**config.mk**
```make
export PLATFORM = sky130hd
export DESIGN_NAME = githubusername_uart_tx_flat
export DESIGN_NICKNAME = d
export VERILOG_FILES = /design/src/rtl/githubusername_uart_pkg.sv /design/src/rtl/githubusername_uart_if.sv /design/src/rtl/githubusername_uart_tx_core.sv /design/src/rtl/githubusername_uart_tx.sv /design/src/flat_wrapper.sv
export SDC_FILE = /design/constraint.sdc
export NUM_CORES = 1
export LEC_CHECK = 0
export CORE_MARGIN = 10
export CORE_UTILIZATION = 32
export DETAILED_ROUTE_END_ITERATION = 16
export GPL_TIMING_DRIVEN = 0
export PLACE_DENSITY_LB_ADDON = 0.15
export SLEW_MARGIN = 0
export SYNTH_ARGS = -nofsm -noshare
export SYNTH_HDL_FRONTEND = slang
export SYNTH_HIERARCHICAL = 1
export SYNTH_SLANG_ARGS = --single-unit
```
**constraint.sdc**
```tcl
create_clock -name bus_io_i -period 2.1 [get_ports bus_io_i]
set_clock_uncertainty 0.1 [all_clocks]
set_input_delay 0.42 -clock bus_io_i [delete_from_list [all_inputs] [get_ports bus_io_i]]
set_output_delay 0.42 -clock bus_io_i [all_outputs]
set_load 0.1 [all_outputs]
```
**src/rtl/githubusername_uart_pkg.sv**
```systemverilog
// rtl/githubusername_uart_pkg.sv - shared types and constants for the nibble-loaded UART transmitter
package githubusername_uart_pkg;

  typedef enum logic [1:0] {
    ST_IDLE  = 2'd0,
    ST_START = 2'd1,
    ST_DATA  = 2'd2,
    ST_STOP  = 2'd3
  } tx_state_e;

  localparam int FRAME_BITS           = 10;
  localparam int DEFAULT_CLKS_PER_BIT = 4;

endpackage

```
**src/rtl/githubusername_uart_if.sv**
```systemverilog
// rtl/githubusername_uart_if.sv - packed pin bundle of the UART transmitter
interface githubusername_uart_if;
  // io_i = {send, nib[3:0], nib_wr, rst_n, clk}; io_o = {bit_idx[3:0], overrun, hold_full, busy, tx}
  logic [7:0] io_i;
  logic [7:0] io_o;

  modport master (output io_i, input io_o);
  modport slave  (input io_i, output io_o);
endinterface

```
**src/rtl/githubusername_uart_tx_core.sv**
```systemverilog
// rtl/githubusername_uart_tx_core.sv - 8N1 serializer: baud counter, shift register and frame FSM
module uart_tx_core
  import githubusername_uart_pkg::*;
#(
  parameter int CLKS_PER_BIT = DEFAULT_CLKS_PER_BIT
) (
  input  logic       clk_i,
  input  logic       rst_ni,
  input  logic       start_i,
  input  logic [7:0] data_i,
  output logic       tx_o,
  output logic       busy_o,
  output logic [3:0] bit_idx_o
);

  localparam logic [7:0] BAUD_LAST = 8'(CLKS_PER_BIT - 1);
  localparam logic [3:0] STOP_IDX  = 4'(FRAME_BITS - 1);

  tx_state_e  state_q, state_d;
  logic [7:0] baud_q, baud_d;
  logic [2:0] bit_q, bit_d;
  logic [7:0] shift_q, shift_d;
  logic       baud_end;

  assign baud_end = (baud_q == BAUD_LAST);

  always_ff @(posedge clk_i) begin
    if (!rst_ni) begin
      state_q <= ST_IDLE;
      baud_q  <= '0;
      bit_q   <= '0;
      shift_q <= '0;
    end else begin
      state_q <= state_d;
      baud_q  <= baud_d;
      bit_q   <= bit_d;
      shift_q <= shift_d;
    end
  end

  always_comb begin
    state_d   = state_q;
    baud_d    = baud_q;
    bit_d     = bit_q;
    shift_d   = shift_q;
    tx_o      = 1'b1;
    busy_o    = 1'b1;
    bit_idx_o = 4'd0;
    unique case (state_q)
      ST_IDLE: begin
        busy_o = 1'b0;
        if (start_i) begin
          state_d = ST_START;
          baud_d  = '0;
          shift_d = data_i;
        end
      end
      ST_START: begin
        tx_o = 1'b0;
        if (baud_end) begin
          state_d = ST_DATA;
          baud_d  = '0;
          bit_d   = '0;
        end else begin
          baud_d = baud_q + 8'd1;
        end
      end
      ST_DATA: begin
        tx_o      = shift_q[0];
        bit_idx_o = {1'b0, bit_q} + 4'd1;
        if (baud_end) begin
          baud_d  = '0;
          shift_d = {1'b0, shift_q[7:1]};
          if (bit_q == 3'd7) state_d = ST_STOP;
          else               bit_d   = bit_q + 3'd1;
        end else begin
          baud_d = baud_q + 8'd1;
        end
      end
      ST_STOP: begin
        bit_idx_o = STOP_IDX;
        if (baud_end) begin
          state_d = ST_IDLE;
          baud_d  = '0;
        end else begin
          baud_d = baud_q + 8'd1;
        end
      end
      default: state_d = ST_IDLE;
    endcase
  end

endmodule

```
**src/rtl/githubusername_uart_tx.sv**
```systemverilog
// rtl/githubusername_uart_tx.sv - UART transmitter top: pin mapping, edge detection, nibble holding register
module githubusername_uart_tx
  import githubusername_uart_pkg::*;
#(
  parameter int CLKS_PER_BIT = DEFAULT_CLKS_PER_BIT
) (
  githubusername_uart_if.slave bus
);

  logic       clk, rst_n, nib_wr, send;
  logic [3:0] nib;

  assign clk    = bus.io_i[0];
  assign rst_n  = bus.io_i[1];
  assign nib_wr = bus.io_i[2];
  assign nib    = bus.io_i[6:3];
  assign send   = bus.io_i[7];

  logic       nib_wr_q, send_q;
  logic [7:0] hold_q, hold_d;
  logic [7:0] data_q, data_d;
  logic [1:0] cnt_q, cnt_d;
  logic       overrun_q, overrun_d;
  logic       start_q, start_d;
  logic       nib_edge, send_edge, hold_full, busy_any, accept;
  logic       tx, busy;
  logic [3:0] bit_idx;

  // A pending start counts as busy so a send in that cycle is an overrun, not a second accept
  assign nib_edge  = nib_wr & ~nib_wr_q;
  assign send_edge = send & ~send_q;
  assign hold_full = (cnt_q == 2'd2);
  assign busy_any  = busy | start_q;
  assign accept    = send_edge & ~busy_any & hold_full;

  always_comb begin
    hold_d    = hold_q;
    cnt_d     = cnt_q;
    data_d    = data_q;
    overrun_d = overrun_q | (send_edge & busy_any);
    start_d   = accept;
    if (nib_edge) hold_d = {hold_q[3:0], nib};
    if (accept) begin
      data_d = hold_q;
      cnt_d  = nib_edge ? 2'd1 : 2'd0;
    end else if (nib_edge && cnt_q != 2'd2) begin
      cnt_d = cnt_q + 2'd1;
    end
  end

  always_ff @(posedge clk) begin
    nib_wr_q <= nib_wr;
    send_q   <= send;
    if (!rst_n) begin
      hold_q    <= '0;
      cnt_q     <= '0;
      data_q    <= '0;
      overrun_q <= 1'b0;
      start_q   <= 1'b0;
    end else begin
      hold_q    <= hold_d;
      cnt_q     <= cnt_d;
      data_q    <= data_d;
      overrun_q <= overrun_d;
      start_q   <= start_d;
    end
  end

  uart_tx_core #(.CLKS_PER_BIT(CLKS_PER_BIT)) u_core (
    .clk_i     (clk),
    .rst_ni    (rst_n),
    .start_i   (start_q),
    .data_i    (data_q),
    .tx_o      (tx),
    .busy_o    (busy),
    .bit_idx_o (bit_idx)
  );

  assign bus.io_o = {bit_idx, overrun_q, hold_full, busy, tx};

endmodule

```
**src/flat_wrapper.sv**
```systemverilog
// flat-port wrapper written by rule: the top's interface ports become plain ports
module githubusername_uart_tx_flat import githubusername_uart_pkg::*;
#(
  parameter int CLKS_PER_BIT = DEFAULT_CLKS_PER_BIT
)
  (bus_io_i, bus_io_o);
  githubusername_uart_if bus_i ();
  input wire logic [$bits(bus_i.io_i)-1:0] bus_io_i;
  output wire logic [$bits(bus_i.io_o)-1:0] bus_io_o;
  assign bus_i.io_i = bus_io_i;
  assign bus_io_o = bus_i.io_o;
  githubusername_uart_tx #(.CLKS_PER_BIT(CLKS_PER_BIT)) u_core (.bus(bus_i));
endmodule
```
==> flow_summary.toml <==
[yosys]
syn_area_sq_um = 2077
synth_edf_count = 0
seq_area_frac_synth_pct = 41.45
ys_warn_count = 6
syn_avg_cell_area_sq_um = 9.314
synthFlopType = "dfxtp_1"
synthesis.nets = 240
synthCells = 223
synth_async_sr_flop_share_pct = 0
ys_seq_elements = 43
yosys.cell_types.count = 47

[worst_hold_path]
hold_path_depth = 2
holdCritStartpoint = "bus_io_i[6]"
hp-class = "clk -> reg"

[finish]
final_common_cell = "clkbuf_8"
final_cell_mix = "clkbuf_8, dfxtp_1, nand2_1, clkbuf_1, buf_4"
final_cells = 390
layout-drive-gt1-share_pct = 33.87
syn2layout_area_growth_pct = 55.66
diodes = 0
final_net_count = 313

[timing]
maxSlewViolCount = 0
fin_hold_ws_ps = -213.5
setup_viol = 0
max_freq_mhz = 485.8
tightest_slew_ps = 551.6
fin_crit_sh_pct = 98.03
rsz0062_at_grt = "true"
hold_viol = 6
post-route-min-period_ps = 2059
relSlewSlack_pct = 63.23

[detailed_routing]
wl_per_cell_microns = 14.19
drt-total-wl_microns = 5534
routed-via-count = 1974
antenna_left = 0
firstDrtPassIters = 4
routed_via_density = 5.062
remaining_drc_errors = 0
drt_iter0_drc = 167

[power]
internal_power_mw = 3.979
p_leak_nw = 1.404
p_sw_share_pct = 33.24
comb_power_share_pct = 0
p_switching_mw = 1.981
peakVddDrop_mv = 1.103
pwr-share-clk_pct = 84.7
cellPowerDensity_nw_per_um2 = 1843
pwr-share-seq_pct = 15.3

[cts]
cts.clk_slew.worst_paths_ps = 90
cts_tree = "built"
cts_hold_buffers = 0
clk_latency_ps = 300

[job]
drv_cap = 0

[setup_path]
cp-endpoint = "bus_io_o[4]"
rr_worst_depth = 7
r2r-start = "u_core/u_core/state_q[1]$_SDFFE_PN0P_"
crit_path_end_kind = "primary output"
worstPathMaxFanout = 9
crit_start = "u_core/u_core/state_q[0]$_SDFFE_PN0P_"
worstSetupPathType = "reg -> out"
slowest_stage = "dfxtp_2"
crit_path_max_incr_delay_ps = 350
critPathRequiredTime_ps = 1580
crit_chain = "inv_2, ha_4, buf_8, nor2b_1, or2_4, buf_12"
rrSetupSlack_ps = 180
r2r-end = "u_core/u_core/shift_q[3]$_SDFFE_PN0P_"
worst_setup_path_start_kind = "register"
crit_arrival_ps = 1540

[run_status]
status = "finished, violations left"
violations = "hold timing"

[placement]
portBuffers = 8
dp_hpwl_microns = 3083
gp_congestion = 0.7572
dp_cells = 308

[global_routing]
grt_max_degree = 14
grt-ovfl-total = 0
antenna_found_initial = 0
grt_usage_pct = 13.02
grt_pass1_vias = 2859
grt_pass1_wl_microns = 10780

[floorplan]
core_sq_um = 6314
die_width_microns = 100.6
die_y_microns = 100.6
die_area_sq_um = 10110
start_util_pct = 32.90
rows = 29
ios = 16
[power groups by stage]
stage	combinational, mW	sequential, mW	clock [mW]
after floorplan	0.000000233	0.939	1.30
after global placement	0.000000260	0.939	1.30
after detailed placement	0.000000260	0.939	1.30
after CTS	0.000000285	0.911	5.30
after global routing	0.000000309	0.912	5.68
final	0.000000309	0.912	5.05
[layout make-up]
| type | count | area (sq um) |
|---|---|---|
| Fill cell | 587 | 3080 |
| Buffer | 11 | 88.84 |
| Tap cell | 77 | 96.34 |
| Multi-Input combinational cell | 159 | 1146 |
| Sequential cell | 43 | 863.3 |
| Inverter | 6 | 25.02 |
| Timing Repair Buffer | 13 | 136.4 |
| Clock buffer | 67 | 790.8 |
| Clock inverter | 14 | 86.33 |
[per-stage QoR]
| stage | setup WS (ps) | TNS [ps] | power (mW) | cell area, sq um | util (%) |
|---|---|---|---|---|---|
| 2_1_floorplan | 40.33 | 0 | 2.242 | 2077 | - |
| 3_3_place_gp | -817.6 | -4350 | 2.242 | 2253 | 35.69 |
| 3_5_place_dp | -771.5 | -4238 | 2.242 | 2253 | 35.69 |
| 4_1_cts | 2.268 | 0 | 6.207 | 3187 | 50.48 |
| 5_1_grt | -8.327 | -8.896 | 6.593 | 3233 | 51.21 |
| 6_report | 41.39 | 0 | 5.960 | 3233 | 51.21 |
[worst max-delay path, delay by kind of cell, from the launching register on]
kind	cells	cell delay, ps
DFF	1	350
buffers and inverters	3	350
and+or+nand+nor	2	380
adders and majority gates	1	160
[Yosys cell counts, types with 2 or more instances]
master	number	area, sq um
ha_1	9	112.6
a31oi_1	5	31.28
nand2b_1	2	12.51
nor2b_1	4	25.02
a21oi_1	8	40.04
nor3_1	3	15.01
inv_1	7	26.28
o21ai_0	8	40.04
nand4b_1	2	17.52
nor2_1	12	45.04
nand2_1	38	142.6
o221a_1	6	67.56
dfxtp_1	43	860.8
clkbuf_1	4	15.01
nand3_1	4	20.02
a21boi_0	8	60.06
mux2i_1	13	130.1
nor4b_4	2	47.55
and3_2	3	22.52
buf_2	4	20.02
nand3b_1	2	15.01
o21a_1	7	52.55
buf_4	4	30.03
and2_1	2	12.51
[per-layer routing]
metal,global-route usage [%],part of all wire (%)
met4,21.20,4.7
met5,0.5128,0
met3,15.43,10
met1,11.03,40
met2,11.23,44
[sequential cells by signal, indices dropped and copies added (netlist names)]
| register | flops |
|---|---|
| u_core/u_core/state_q | 2 |
| u_core/u_core/shift_q | 8 |
| u_core/cnt_q | 2 |
| u_core/start_q | 1 |
| u_core/u_core/bit_q | 3 |
| u_core/send_q | 1 |
| u_core/overrun_q | 1 |
| u_core/nib_wr_q | 1 |
| u_core/data_q | 8 |
| u_core/u_core/baud_q | 8 |
| u_core/hold_q | 8 |
[cell families (layout without fill, tap and decap cells)]
| kind of cell | count (synthesis) | after routing | share of synthesized area, % |
|---|---|---|---|
| AOI/OAI and AO/OA | 51 | 51 | 17.77 |
| buffers and inverters | 21 | 111 | 5.542 |
| adders and majority gates | 9 | 9 | 5.422 |
| DFF | 43 | 43 | 41.45 |
| and+or+nand+nor | 85 | 85 | 23.01 |
| muxes | 14 | 14 | 6.807 |
[timing repair]
action	CTS	global route
pin swaps	3	0
cloned	0	0
resized for setup	67	9
setup endpoints to repair	31	15
buffers inserted	3	4
[worst min path at each step]
stage	slack, ps	endpoint
5_1_grt	-180	u_core/hold_q[2]$_SDFFE_PN0P_
2_1_floorplan	-70	u_core/nib_wr_q$_DFF_P_
4_1_cts	-210	u_core/hold_q[3]$_SDFFE_PN0P_
3_3_place_gp	-70	u_core/nib_wr_q$_DFF_P_
3_5_place_dp	-70	u_core/nib_wr_q$_DFF_P_
6_report	-210	u_core/hold_q[3]$_SDFFE_PN0P_
No activity file was read; power rests on OpenSTA's default activity.
